$ cat src/rtl/product_accumulator_pkg.sv
// prod_acc_pkg: shared state encoding and width defaults for product_accumulator
package prod_acc_pkg;
  localparam int PW_DEF = 64;
  localparam int CW_DEF = 8;
  typedef enum logic [1:0] {IDLE, ACC, DONE} state_t;
endpackage

$ cat src/rtl/product_accumulator_if.sv
// product_accumulator_if: batch control, product stream and result handshake
interface product_accumulator_if #(
  parameter int PW = prod_acc_pkg::PW_DEF,
  parameter int CW = prod_acc_pkg::CW_DEF
);
  logic                 start;
  logic [CW-1:0]        len;
  logic                 in_valid;
  logic                 in_ready;
  logic signed [PW-1:0] in_prod;
  logic                 in_ovf;
  logic                 out_valid;
  logic                 out_ready;
  logic signed [PW-1:0] out_acc;
  logic                 out_ovf;
  logic                 busy;
  modport master (
    output start, len, in_valid, in_prod, in_ovf, out_ready,
    input  in_ready, out_valid, out_acc, out_ovf, busy
  );
  modport slave (
    input  start, len, in_valid, in_prod, in_ovf, out_ready,
    output in_ready, out_valid, out_acc, out_ovf, busy
  );
endinterface

$ cat src/rtl/product_accumulator_sat_add.sv
// sat_add: signed adder with overflow flag; clamps to the signed range when ACC_SATURATE_EN is defined
module sat_add #(
  parameter int PW = prod_acc_pkg::PW_DEF
) (
  input  logic signed [PW-1:0] a,
  input  logic signed [PW-1:0] b,
  output logic signed [PW-1:0] sum,
  output logic                 ovf
);
  logic signed [PW-1:0] raw;
  assign raw = a + b;
  assign ovf = (a[PW-1] == b[PW-1]) && (raw[PW-1] != a[PW-1]);
`ifdef ACC_SATURATE_EN
  // both operands share a sign on overflow, so a's sign picks the rail
  assign sum = ovf ? (a[PW-1] ? {1'b1, {(PW-1){1'b0}}} : {1'b0, {(PW-1){1'b1}}}) : raw;
`else
  assign sum = raw;
`endif
endmodule

$ cat src/rtl/product_accumulator.sv
// product_accumulator: sums a batch of len signed products with sticky overflow; ACC_SATURATE_EN selects clamping
module product_accumulator
  import prod_acc_pkg::*;
#(
  parameter int PW = PW_DEF,
  parameter int CW = CW_DEF
) (
  input logic clk,
  input logic rst,
  product_accumulator_if.slave bus
);
  state_t               state;
  logic [CW-1:0]        len_r;
  logic [CW-1:0]        count;
  logic signed [PW-1:0] acc;
  logic signed [PW-1:0] sum;
  logic                 add_ovf;
  logic                 ovf;
  sat_add #(.PW(PW)) u_add (
    .a  (acc),
    .b  (bus.in_prod),
    .sum(sum),
    .ovf(add_ovf)
  );
  always_ff @(posedge clk or posedge rst) begin
    if (rst) begin
      state <= IDLE;
      len_r <= '0;
      count <= '0;
      acc   <= '0;
      ovf   <= 1'b0;
    end else begin
      case (state)
        IDLE: if (bus.start) begin
          len_r <= bus.len;
          count <= '0;
          acc   <= '0;
          ovf   <= 1'b0;
          state <= (bus.len == '0) ? DONE : ACC;
        end
        ACC: if (bus.in_valid) begin
          acc   <= sum;
          ovf   <= ovf | add_ovf | bus.in_ovf;
          count <= count + CW'(1);
          if (count == len_r - CW'(1)) state <= DONE;
        end
        DONE: if (bus.out_ready) state <= IDLE;
        default: state <= IDLE;
      endcase
    end
  end
  assign bus.in_ready  = (state == ACC);
  assign bus.out_valid = (state == DONE);
  assign bus.busy      = (state != IDLE);
  assign bus.out_acc   = acc;
  assign bus.out_ovf   = ovf;
endmodule

$ cat src/flat_wrapper.sv
// flat-port wrapper written by rule: the top's interface ports become plain ports
module product_accumulator_flat import prod_acc_pkg::*;
#(
  parameter int PW = PW_DEF,
  parameter int CW = CW_DEF
)
  (clk, rst, bus_start, bus_len, bus_in_valid, bus_in_prod, bus_in_ovf, bus_out_ready, bus_in_ready, bus_out_valid, bus_out_acc, bus_out_ovf, bus_busy);
  product_accumulator_if #(.PW(PW), .CW(CW)) bus_i ();
  input logic clk;
  input logic rst;
  input wire logic [$bits(bus_i.start)-1:0] bus_start;
  input wire logic [$bits(bus_i.len)-1:0] bus_len;
  input wire logic [$bits(bus_i.in_valid)-1:0] bus_in_valid;
  input wire logic [$bits(bus_i.in_prod)-1:0] bus_in_prod;
  input wire logic [$bits(bus_i.in_ovf)-1:0] bus_in_ovf;
  input wire logic [$bits(bus_i.out_ready)-1:0] bus_out_ready;
  output wire logic [$bits(bus_i.in_ready)-1:0] bus_in_ready;
  output wire logic [$bits(bus_i.out_valid)-1:0] bus_out_valid;
  output wire logic [$bits(bus_i.out_acc)-1:0] bus_out_acc;
  output wire logic [$bits(bus_i.out_ovf)-1:0] bus_out_ovf;
  output wire logic [$bits(bus_i.busy)-1:0] bus_busy;
  assign bus_i.start = bus_start;
  assign bus_i.len = bus_len;
  assign bus_i.in_valid = bus_in_valid;
  assign bus_i.in_prod = bus_in_prod;
  assign bus_i.in_ovf = bus_in_ovf;
  assign bus_i.out_ready = bus_out_ready;
  assign bus_in_ready = bus_i.in_ready;
  assign bus_out_valid = bus_i.out_valid;
  assign bus_out_acc = bus_i.out_acc;
  assign bus_out_ovf = bus_i.out_ovf;
  assign bus_busy = bus_i.busy;
  product_accumulator #(.PW(PW), .CW(CW)) u_core (.clk(clk), .rst(rst), .bus(bus_i));
endmodule
$ cat config.mk
export PLATFORM = sky130hd
export DESIGN_NAME = product_accumulator_flat
export DESIGN_NICKNAME = d
export VERILOG_FILES = /design/src/rtl/product_accumulator_pkg.sv /design/src/rtl/product_accumulator_if.sv /design/src/rtl/product_accumulator_sat_add.sv /design/src/rtl/product_accumulator.sv /design/src/flat_wrapper.sv
export SDC_FILE = /design/constraint.sdc
export NUM_CORES = 1
export LEC_CHECK = 0
export BUFFER_PORTS_ARGS = -buffer_cell sky130_fd_sc_hd__buf_2
export CAP_MARGIN = 5
export CORE_MARGIN = 5
export CORE_UTILIZATION = 58
export CTS_BUF_LIST = sky130_fd_sc_hd__clkbuf_4 sky130_fd_sc_hd__clkbuf_8
export DETAILED_ROUTE_END_ITERATION = 16
export HOLD_SLACK_MARGIN = 0.15
export PLACE_DENSITY_LB_ADDON = 0.08
export SYNTH_ARGS = -nofsm -noshare
export SYNTH_HDL_FRONTEND = slang
export SYNTH_SLANG_ARGS = --single-unit
$ cat constraint.sdc
create_clock -name clk -period 4.05 [get_ports clk]
set_clock_uncertainty 0.05 [all_clocks]
set_input_delay 0.2025 -clock clk [delete_from_list [all_inputs] [get_ports clk]]
set_output_delay 0.2025 -clock clk [all_outputs]
set_load 0.05 [all_outputs]
==> key figures, run 1 <==
Run status
  – Outcome: complete, no violations

Clock network
  – Post-CTS Resized: 0
  – CTS Buf Count: 9
  – Worst skew pair latency: 0.39 ns
  – CTS Buffer Depth: 2
  – # Post-CTS Setup Buffers: 0
  – TritonCTS clock tree: yes
  – Clk pin slew, worst setup/hold paths: 0.09 ns
  – H-tree Lvls: 3
  – Clk sink count: 83
  – Clock root buffer: clkbuf_8

STA
  – RSZ-0062 raised after global routing: no
  – Slew HR: 0.279
  – Post-Route Setup TNS: 0 ns
  – Clock period minus worst slack: 3.67 ns
  – Least-Margin Pin Slew: 1.08 ns
  – Fmax achieved: 273 MHz
  – Fin. max-slew vios: 0
  – Final Worst Setup Slack: 0.381 ns
  – Final setup fails: 0
  – Final hold vios: 0
  – Final period util: 0.906

Global routing
  – GRT overflow: 0
  – Largest net degree at the start of global routing: 67
  – Vias in the first global route: 6557
  – Initial antenna violation count: 0
  – Total GRT Usage: 0.255
  – First-pass GRT wire length: 30.5 mm

Worst setup path
  – RR Startpoint: u_core.bus.out_acc[0]
  – Worst Path Required: 4.23 ns
  – Crit path kind: primary input to register
  – Most used cell along the critical path: o21ai_1
  – R2R depth: 13
  – FF-to-FF End: u_core.bus.out_acc[60]
  – Slowest cell delay on critical path: 0.54 ns
  – Crit path DAT: 3.85 ns
  – Worst Setup Start Kind: primary input
  – Critical Path, Cell by Cell: dlygate4sd3_1 -> buf_2 -> ha_1 -> fa_1 -> a211oi_2 -> o21bai_2 -> o2111ai_1 -> nand3_1 -> o211ai_1 -> o21ai_1 -> a41o_1 -> a311oi_2 -> o21ai_1 -> xnor2_1 -> o21ai_0
  – CP max FO: 4
  – R2r setup slk: 0.43 ns
  – Critical-path top delay cell: dlygate4sd3_1
  – Crit end category: register

Synth
  – Cells after Synth: 859
  – Post-synth EDFFs: 0
  – Flop and latch count out of synthesis: 83
  – Post-synthesis sequential area ratio: 0.300
  – Most used DFF post-synth: dfrtp_1
  – Post-synthesis cell type count: 68
  – Synth Net Count: 1003
  – Synth warnings: 0
  – Mean Syn Cell Area: 8.05 um2
  – Synth Cell Area: 0.00692 mm2
  – Post-synth ARST share: 1.00

Drt
  – Final ANT Viol Nets: 0
  – Met1 wire length: 8.14 mm
  – DRC violation total after the first TritonRoute iteration: 416
  – Routed vias: 6631
  – Met3 routed WL: 870 um
  – Drt pass-1 iters: 5
  – Drt drc: 0
  – Highest metal layer with signal wires: met4
  – WL final: 18.1 mm
  – Wire length on met2: 8.80 mm
  – Vias/cell: 5.82
  – Routed length per placed instance: 15.9 um

Worst hold path
  – Hold EP: u_core.state[1]
  – Hold Startpoint: bus_out_ready
  – Hold Crit Depth: 4
  – Min-delay worst type: primary input to register

Run
  – Max cap viols: 0

Power and ir drop
  – PD cells: 811 mW/mm2
  – Worst VDD drop: 0.000388 V
  – Leakage power: 3.98 nW
  – Total chip power: 6.53 mW

Finish
  – Finished Layout Cells: 1139
  – Fin nets: 1135
  – N_diodes: 0
  – P&R area growth vs syn: 16.4%
  – # fillers: 991
  – Share of cells above drive strength 1: 0.186
  – Final instance area: 0.00805 mm2

Die
  – Starting density of the core: 0.598
  – Core Rows: 39
  – Area of the core: 0.0116 mm2
  – I/O pins: 146
  – Die W: 119 um
  – Die Footprint: 0.0142 mm2
  – Die height: 119 um

Placed design
  – DPL Wire Length: 13.6 mm
  – Gpl congestion: 0.869
  – # port buffers: 145
  – Worst slack, placed: 0.456 ns
  – Placed cell count: 1109
  – Placed Area: 0.00768 mm2
-- layout by cell type (no fill, tap or decap), types with 5 or more instances in the layout --
master	count
a21oi_1	82
buf_2	145
dfrtp_1	83
ha_1	65
nand4_1	23
a31oi_1	10
inv_1	16
nand3_1	16
nor3_1	12
o21bai_1	15
a21o_1	25
nor2_1	49
clkbuf_8	10
xor2_1	44
xnor2_1	35
o21ai_0	94
o21ai_1	15
nor4_1	5
nor2b_1	8
and3_1	7
dlygate4sd3_1	14
nand2_1	146
-- synth_stat cells, types with 16 or more instances --
cell,count,area share
a21o_1,25,0.027
a21oi_1,82,0.059
clkbuf_1,30,0.016
dfrtp_1,83,0.30
ha_1,65,0.12
inv_1,17,0.0092
nand2_1,147,0.080
nand3_1,16,0.012
nand4_1,23,0.021
nor2_1,50,0.027
o21ai_0,94,0.068
xnor2_1,35,0.044
xor2_1,44,0.056
-- worst max-delay path by stage --
| stage | startpoint | endpoint | cells after the start |
|---|---|---|---|
| floorplan | u_core.bus.out_acc[0] | u_core.bus.out_acc[60] | 13 |
| global placement | u_core.bus.out_acc[0] | u_core.bus.out_acc[56] | 13 |
| detailed placement | u_core.bus.out_acc[0] | u_core.bus.out_acc[60] | 13 |
| CTS | bus_in_prod[0] | u_core.bus.out_acc[60] | 15 |
| global route | bus_in_prod[0] | u_core.bus.out_acc[56] | 15 |
| finish | bus_in_prod[0] | u_core.bus.out_acc[60] | 15 |
-- per-stage QoR --
step                hold WS [ns]  utilization
finish                     0.179        0.696
global route               0.200        0.696
CTS                        0.171        0.696
detailed placement         0.370        0.664
global placement           0.363        0.664
floorplan                  0.258            -
-- logic make-up after synthesis --
family,after synthesis,share of synthesized area
adders and majority gates,66,0.120
DFF,83,0.300
xor gates and xnor gates,79,0.100
buffers and inverters,57,0.0335
muxes,1,0.00145
AOI/OAI and AO/OA,293,0.265
and+or+nand+nor,280,0.180
-- state kept, by name, indices dropped and copies added (netlist names) --
signal / count
u_core.bus.out_acc: 64
u_core.count: 8
u_core.len_r: 8
u_core.state: 2
u_core.bus.out_ovf: 1
-- cell type report --
cell class                 instances  area [um2]  share of cell area
tap                              143         179              0.0222
sequential                        83        2080               0.258
clock buffer                      10         138              0.0171
multi-input combinational        719        4620               0.574
clock inverter                     6        95.1              0.0118
inverter                          17        65.1             0.00808
timing repair buffer             161         881               0.109
-- critical path, delay by kind of cell --
family,cells,cell delay [ns]
compound gates,9,1.96
simple gates,1,0.22
fa+ha+maj,2,0.66
xor+xnor,1,0.13
buf+inv,2,0.66
-- routing by layer --
| layer | vias up | global-route usage |
|---|---|---|
| li1 | 3354 | - |
| met2 | 174 | 0.434 |
| met1 | 3077 | 0.330 |
| met5 | - | 0 |
| met3 | 26 | 0.0417 |
| met4 | 0 | 0.0862 |
-- where the power goes --
| part | total [mW] | internal [mW] | leakage (nW) | switching [mW] |
|---|---|---|---|---|
| combinational | 4.40 | 1.44 | 2.78 | 2.95 |
| sequential | 1.41 | 1.14 | 1.08 | 0.270 |
| clock | 0.719 | 0.371 | 0.117 | 0.348 |
| total | 6.53 | 2.96 | 3.98 | 3.57 |
-- what timing repair did --
| item | in CTS | in global routing |
|---|---|---|
| hold endpoints to repair | 68 | 0 |
| hold buffers | 14 | 0 |
| endpoints found under the setup margin | 0 | 0 |
Note: power is estimated with default switching activity, not from simulation.
==> run 2, diff against run 1 <==
--- a/config.mk
+++ b/config.mk
@@ -5,7 +5,7 @@
 export SDC_FILE = /design/constraint.sdc
 export NUM_CORES = 1
 export LEC_CHECK = 0
-export BUFFER_PORTS_ARGS = -buffer_cell sky130_fd_sc_hd__buf_2
+export BUFFER_PORTS_ARGS = -buffer_cell sky130_fd_sc_hd__buf_4
 export CAP_MARGIN = 5
 export CORE_MARGIN = 5
 export CORE_UTILIZATION = 58
==> key figures, run 2 (synthesized netlist as in run 1, its figures left out) <==
Worst setup path
  – Crit path from: bus_in_prod[0] (unchanged)
  – Crit path kind: primary input to register (unchanged)
  – R2R depth: 13 (unchanged)
  – RR Startpoint: u_core.bus.out_acc[12] (was u_core.bus.out_acc[0])
  – Setup crit end: u_core.bus.out_acc[60] (unchanged)
  – Crit path DAT: 3.92 ns (was 3.85 ns)
  – Worst Setup Start Kind: primary input (unchanged)
  – FF-to-FF End: u_core.bus.out_ovf (was u_core.bus.out_acc[60])
  – Worst Path Required: 4.23 ns (about the same)
  – R2r setup slk: 0.34 ns (was 0.43 ns)
  – Crit end category: register (unchanged)
  – CP max FO: 4 (unchanged)

Drt
  – Routed vias: 6840 (was 6631)
  – Drt pass-1 iters: 5 (unchanged)
  – WL final: 19.4 mm (was 18.1 mm)
  – Vias/cell: 5.99 (was 5.82)
  – Met1 wire length: 8.31 mm (was 8.14 mm)
  – Drt drc: 0 (unchanged)
  – Wire length on met2: 9.73 mm (was 8.80 mm)
  – DRC violation total after the first TritonRoute iteration: 475 (was 416)
  – Routed length per placed instance: 17.0 um (was 15.9 um)
  – Met3 routed WL: 968 um (was 870 um)
  – Highest metal layer with signal wires: met4 (unchanged)
  – Final ANT Viol Nets: 0 (unchanged)

STA
  – RSZ-0062 raised after global routing: no (unchanged)
  – Final Worst Setup Slack: 0.315 ns (was 0.381 ns)
  – Min Hold Slack: 0.180 ns (was 0.179 ns)
  – Fmax achieved: 268 MHz (was 273 MHz)
  – Slew HR: 0.260 (was 0.279)
  – Clock period minus worst slack: 3.73 ns (was 3.67 ns)
  – Fin. max-slew vios: 0 (unchanged)
  – Least-Margin Pin Slew: 1.11 ns (was 1.08 ns)
  – Final hold vios: 0 (unchanged)
  – Final period util: 0.922 (was 0.906)
  – Post-Route Setup TNS: 0 ns (unchanged)
  – Final setup fails: 0 (unchanged)

Power and ir drop
  – Worst VDD drop: 0.000449 V (was 0.000388 V)
  – Leakage power: 4.05 nW (was 3.98 nW)
  – Int Power: 3.01 mW (was 2.96 mW)
  – Clock Power Share: 0.091 (was 0.110)
  – PD cells: 795 mW/mm2 (was 811 mW/mm2)
  – Sequential Power Share: 0.215 (was 0.216)
  – Switching Share: 0.550 (was 0.547)
  – Combinational Power Share: 0.694 (was 0.674)
  – Net Sw Power: 3.67 mW (was 3.57 mW)

Die
  – Area of the core: 0.0116 mm2 (unchanged)
  – I/O pins: 146 (unchanged)
  – Die W: 119 um (unchanged)
  – Die height: 119 um (unchanged)
  – Die Footprint: 0.0142 mm2 (unchanged)
  – Core Rows: 39 (unchanged)
  – Starting density of the core: 0.598 (unchanged)

Placed design
  – # port buffers: 145 (unchanged)
  – DPL Wire Length: 14.8 mm (was 13.6 mm)
  – Worst slack, placed: 0.459 ns (was 0.456 ns)
  – Gpl congestion: 0.951 (was 0.869)

Finish
  – P&R area growth vs syn: 21.3% (was 16.4%)
  – Max reg flops: 64 (unchanged)
  – Most frequent cells in the layout: buf_4 (148), nand2_1 (146), o21ai_0 (94), dfrtp_1 (83), a21oi_1 (82) (was nand2_1 (146), buf_2 (145), o21ai_0 (94), dfrtp_1 (83), a21oi_1 (82))
  – Share of cells above drive strength 1: 0.186 (about the same)
  – N_diodes: 0 (unchanged)
  – Most common cell after layout, fill and taps aside: buf_4 (was nand2_1)
  – Fin nets: 1137 (was 1135)

Global routing
  – Total GRT Usage: 0.274 (was 0.255)
  – First-pass GRT wire length: 32.6 mm (was 30.5 mm)
  – GRT overflow: 0 (unchanged)
  – Initial antenna violation count: 0 (unchanged)
  – Vias in the first global route: 6955 (was 6557)
  – Largest net degree at the start of global routing: 67 (unchanged)

Run
  – Max cap viols: 0 (unchanged)

Clock network
  – # Post-CTS Setup Buffers: 0 (unchanged)
  – Clk sink count: 83 (unchanged)
  – TritonCTS clock tree: yes (unchanged)
  – Worst skew pair latency: 0.39 ns (about the same)
  – H-tree Lvls: 3 (unchanged)
  – Post-CTS Resized: 0 (unchanged)
  – CTS Buffer Depth: 2 (unchanged)
  – Hold buffer count at cts: 15 (was 14)
  – CTS Buf Count: 9 (unchanged)
  – Clk pin slew, worst setup/hold paths: 0.11 ns (was 0.09 ns)
  – Clock root buffer: clkbuf_8 (unchanged)

Worst hold path
  – Min-delay worst type: primary input to register (unchanged)

Run status
  – Outcome: complete, no violations (unchanged)
run 2: changes by cell type in the layout (fill, tap and decap cells not counted):
cell and delta:
dlygate4sd3_1 +1, clkinvlp_4 +2, clkinv_4 -2, clkbuf_8 -1
inv_8 +2, bufinv_16 -2, inv_6 +1, buf_2 -145
buf_4 +146
run 2: layer usage:
metal / vias up / global-route usage
met5: - / 0
met4: 0 / 0.0883
met3: 39 / 0.0483
met2: 221 / 0.475
met1: 3225 / 0.348
li1: 3355 / -
run 2: through the flow:
step	area, um2	power [mW]	utilization	instances
2_1_floorplan	6920	4.83	-	859
3_3_place_gp	8050	5.89	0.696	1110
3_5_place_dp	8050	6.00	0.696	1110
4_1_cts	8390	6.66	0.725	1141
5_1_grt	8390	7.19	0.725	1141
6_report	8390	6.67	0.725	1141
run 2: cell type report:
class / count / area [um2]
Multi-Input combinational cell: 719 / 4620
Fill cell: 930 / 3180
Sequential cell: 83 / 2080
Timing Repair Buffer: 163 / 1260
Tap cell: 143 / 179
Clock buffer: 9 / 124
Inverter: 17 / 65.1
Clock inverter: 7 / 63.8
run 2: critical path, cell delays in order:
cell and delay [ns]:
dlygate4sd3_1 0.54, buf_4 0.13, ha_1 0.21, fa_1 0.44, a211oi_2 0.23, o21bai_2 0.14, o2111ai_1 0.19, nand3_1 0.24
o211ai_1 0.32, o21ai_1 0.16, a41o_1 0.34, a311oi_2 0.39, o21ai_1 0.15, xnor2_1 0.14, o21ai_0 0.09
run 2: power groups by stage:
| stage | registers (mW) | logic, mW | clock network, mW |
|---|---|---|---|
| after CTS | 1.44 | 4.61 | 0.620 |
| after floorplan | 2.22 | 2.61 | 0 |
| after detailed placement | 1.45 | 4.54 | 0 |
| after global routing | 1.48 | 5.04 | 0.658 |
| after global placement | 1.43 | 4.46 | 0 |
| final | 1.44 | 4.63 | 0.609 |
run 2: worst min path at each step:
stage,cells past startpoint,to,slack (ns),start
final,4,u_core.state[1],0.18,bus_out_ready
after global routing,3,u_core.bus.out_acc[1],0.18,bus_in_prod[1]
after CTS,4,u_core.state[1],0.17,bus_out_ready
after detailed placement,3,u_core.len_r[5],0.36,bus_len[5]
after global placement,2,u_core.bus.out_acc[22],0.35,rst
after floorplan,2,u_core.len_r[2],0.26,bus_len[2]
==> run 3, diff against run 2 <==
--- a/config.mk
+++ b/config.mk
@@ -15,4 +15,5 @@
 export PLACE_DENSITY_LB_ADDON = 0.08
 export SYNTH_ARGS = -nofsm -noshare
 export SYNTH_HDL_FRONTEND = slang
+export SYNTH_HIERARCHICAL = 1
 export SYNTH_SLANG_ARGS = --single-unit
==> key figures, run 3 <==
Global routing
  – First-pass GRT wire length: 35.4 mm (was 32.6 mm)
  – Largest net degree at the start of global routing: 71 (was 67)
  – GRT overflow: 0 (unchanged)
  – Total GRT Usage: 0.292 (was 0.274)
  – Initial antenna violation count: 0 (unchanged)
  – Vias in the first global route: 7283 (was 6955)

Power and ir drop
  – Leakage power: 4.20 nW (was 4.05 nW)
  – PD cells: 1000 mW/mm2 (was 795 mW/mm2)
  – Worst VDD drop: 0.000636 V (was 0.000449 V)

STA
  – Least-Margin Pin Slew: 0.958 ns (was 1.11 ns)
  – Slew HR: 0.361 (was 0.260)
  – Final period util: 0.846 (was 0.922)
  – Final setup fails: 0 (unchanged)
  – Min Hold Slack: 0.259 ns (was 0.180 ns)
  – Final hold vios: 0 (unchanged)
  – Post-Route Setup TNS: 0 ns (unchanged)
  – Fmax achieved: 292 MHz (was 268 MHz)
  – Clock period minus worst slack: 3.43 ns (was 3.73 ns)
  – RSZ-0062 raised after global routing: no (unchanged)
  – Fin. max-slew vios: 0 (unchanged)

Synth
  – Synth area leaders: dfrtp_1 (28%), ha_1 (11%), a22o_1 (7.6%), a21oi_1 (5.3%), xnor2_1 (5.0%) (was dfrtp_1 (30%), ha_1 (12%), nand2_1 (8.0%), o21ai_0 (6.8%), a21oi_1 (5.9%))
  – Flop and latch count out of synthesis: 83 (unchanged)
  – Most used DFF post-synth: dfrtp_1 (unchanged)
  – Cells after Synth: 855 (was 859)
  – Synth cell count leaders: dfrtp_1 (83), a21oi_1 (79), a22o_1 (65), ha_1 (65), nand2_1 (62) (was nand2_1 (147), o21ai_0 (94), dfrtp_1 (83))
  – Post-synthesis cell type count: 79 (was 68)
  – Post-synth EDFFs: 0 (unchanged)
  – Synth Net Count: 999 (was 1003)
  – Post-synthesis sequential area ratio: 0.278 (was 0.300)
  – Mean Syn Cell Area: 8.75 um2 (was 8.05 um2)
  – Top cell type's share of synthesized area: 0.278 (was 0.300)
  – Post-synth ARST share: 1.00 (unchanged)
  – Synth warnings: 6 (was 0)
  – Synth Cell Area: 0.00748 mm2 (was 0.00692 mm2)
  – Synth area leader: dfrtp_1 (unchanged)
  – Most common cell in the synthesized netlist: dfrtp_1 (was nand2_1)

Run
  – Max cap viols: 0 (unchanged)

Worst setup path
  – CP max FO: 3 (was 4)
  – Crit end category: register (unchanged)
  – Worst Path Required: 4.32 ns (was 4.23 ns)
  – Crit path DAT: 3.70 ns (was 3.92 ns)
  – Worst Setup Start Kind: primary input (unchanged)
  – R2r setup slk: 0.67 ns (was 0.34 ns)
  – Crit path kind: primary input to register (unchanged)

Die
  – Area of the core: 0.0126 mm2 (was 0.0116 mm2)
  – I/O pins: 146 (unchanged)
  – Starting density of the core: 0.593 (was 0.598)
  – Die W: 124 um (was 119 um)
  – Die height: 124 um (was 119 um)
  – Core Rows: 41 (was 39)
  – Die Footprint: 0.0153 mm2 (was 0.0142 mm2)

Drt
  – Vias/cell: 6.39 (was 5.99)
  – WL final: 21.9 mm (was 19.4 mm)
  – Routed length per placed instance: 18.9 um (was 17.0 um)
  – DRC violation total after the first TritonRoute iteration: 711 (was 475)
  – Drt pass-1 iters: 5 (unchanged)
  – Drt drc: 0 (unchanged)
  – Routed vias: 7406 (was 6840)
  – Final ANT Viol Nets: 0 (unchanged)

Finish
  – P&R area growth vs syn: 18.1% (was 21.3%)
  – Register cell area after layout: 0.00208 mm2 (unchanged)
  – N_diodes: 0 (unchanged)
  – Most frequent cells in the layout: buf_4 (148), dfrtp_1 (83), a21oi_1 (79), a22o_1 (65), ha_1 (65) (was buf_4 (148), nand2_1 (146), o21ai_0 (94), dfrtp_1 (83), a21oi_1 (82))
  – Max reg flops: 64 (unchanged)
  – Finished Layout Cells: 1159 (was 1141)
  – Area of the multi-input gates: 0.00499 mm2 (was 0.00462 mm2)
  – Share of cells above drive strength 1: 0.198 (was 0.186)
  – Most common cell after layout, fill and taps aside: buf_4 (unchanged)
  – # fillers: 1048 (was 930)
  – Final instance area: 0.00883 mm2 (was 0.00839 mm2)
  – Fin nets: 1126 (was 1137)

Worst hold path
  – Min-delay worst type: primary input to register (unchanged)

Clock network
  – TritonCTS clock tree: yes (unchanged)
  – # Post-CTS Setup Buffers: 0 (unchanged)
  – Clock root buffer: clkbuf_8 (unchanged)
  – Worst skew pair latency: 0.39 ns (about the same)
  – H-tree Lvls: 3 (unchanged)
  – Clk sink count: 83 (unchanged)
  – Clk pin slew, worst setup/hold paths: 0.09 ns (was 0.11 ns)
  – CTS Buffer Depth: 2 (unchanged)
  – CTS Buf Count: 9 (unchanged)

Placed design
  – Placed cell count: 1130 (was 1110)
  – # port buffers: 145 (unchanged)
  – DPL Wire Length: 16.6 mm (was 14.8 mm)
  – Gpl congestion: 0.989 (was 0.951)
  – Placed Area: 0.00849 mm2 (was 0.00805 mm2)

Run status
  – Outcome: complete, no violations (unchanged)
[run 3: changes by cell type after synthesis, sizes merged, moves of 6 or more]
cell    before  now
mux2         0    7
or3          1    7
a211oi       2    8
nor3        12   23
buf         10   22
a22o         4   65
xnor2       35   43
clkbuf      30   20
nor2        50   56
inv         17   26
nand2      147   64
and2         3    9
xor2        44   31
o21ai      111   44
[run 3: critical path: stages]
cell and delay, ns:
dlygate4sd3_1 0.54, buf_4 0.13, ha_1 0.19, fa_1 0.40, a21oi_1 0.22, o21ai_0 0.18, o21ai_0 0.38, a21oi_1 0.15
a311o_1 0.44, nand3_1 0.17, nand2_1 0.14, a311oi_1 0.35, a22o_1 0.19
[run 3: timing repair]
action / CTS / global route
gates resized for setup: 0 / 0
hold buffers: 13 / 0
endpoints found under the hold margin: 63 / 0
[run 3: cell type report]
class,count,area share
well taps,172,0.0244
inverters,26,0.0112
clock buffers,9,0.0140
multi-input cells,701,0.565
clock inverters,7,0.00991
flip-flops and latches,83,0.235
repair buffers,161,0.140
[run 3: final timing paths]
| check | startpoint | endpoint | cells after the start |
|---|---|---|---|
| worst max register to register | u_core/bus.out_acc[0] | u_core/bus.out_acc[52] | 11 |
| worst min-delay path | bus_in_prod[63] | u_core/bus.out_acc[63] | 4 |
| max in group asynchronous | rst | u_core/bus.out_acc[34] | 4 |
| worst min register to register | u_core/bus.out_ovf | u_core/bus.out_ovf | 2 |
| worst max-delay path | bus_in_prod[0] | u_core/bus.out_acc[52] | 13 |
| min in group asynchronous | rst | u_core/len_r[7] | 3 |
[run 3: where the power goes]
group | total (mW) | switching, mW | internal [mW]
Sequential | 1.66 | 0.414 | 1.24
Combinational | 6.54 | 4.05 | 2.49
Clock | 0.655 | 0.360 | 0.295
Total | 8.85 | 4.82 | 4.02
[run 3: logic make-up (layout without fill, tap and decap cells)]
family | after synthesis | count (layout) | synth area share
AO/OA/AOI/OAI | 309 | 309 | 0.286
XOR/XNOR | 74 | 74 | 0.0866
adder cells (fa/ha/maj) | 66 | 66 | 0.111
buffers and inverters | 71 | 203 | 0.0554
flip-flops | 83 | 83 | 0.278
multiplexers | 9 | 9 | 0.0132
AND/OR/NAND/NOR | 243 | 243 | 0.169
[run 3: routing by layer]
metal,up-vias,track usage,part of all wire
li1,3474,-,-
met1,3571,0.378,0.44
met2,319,0.488,0.47
met3,42,0.0599,0.071
met4,0,0.0962,0.025
met5,-,0,0
[run 3: per-stage QoR]
step	total power [mW]	setup slack [ns]	util
2_1_floorplan	6.61	0.948	-
6_report	8.85	0.625	0.700
3_5_place_dp	8.08	0.773	0.673
4_1_cts	8.79	0.723	0.700
3_3_place_gp	7.95	0.891	0.673
5_1_grt	9.46	0.361	0.700
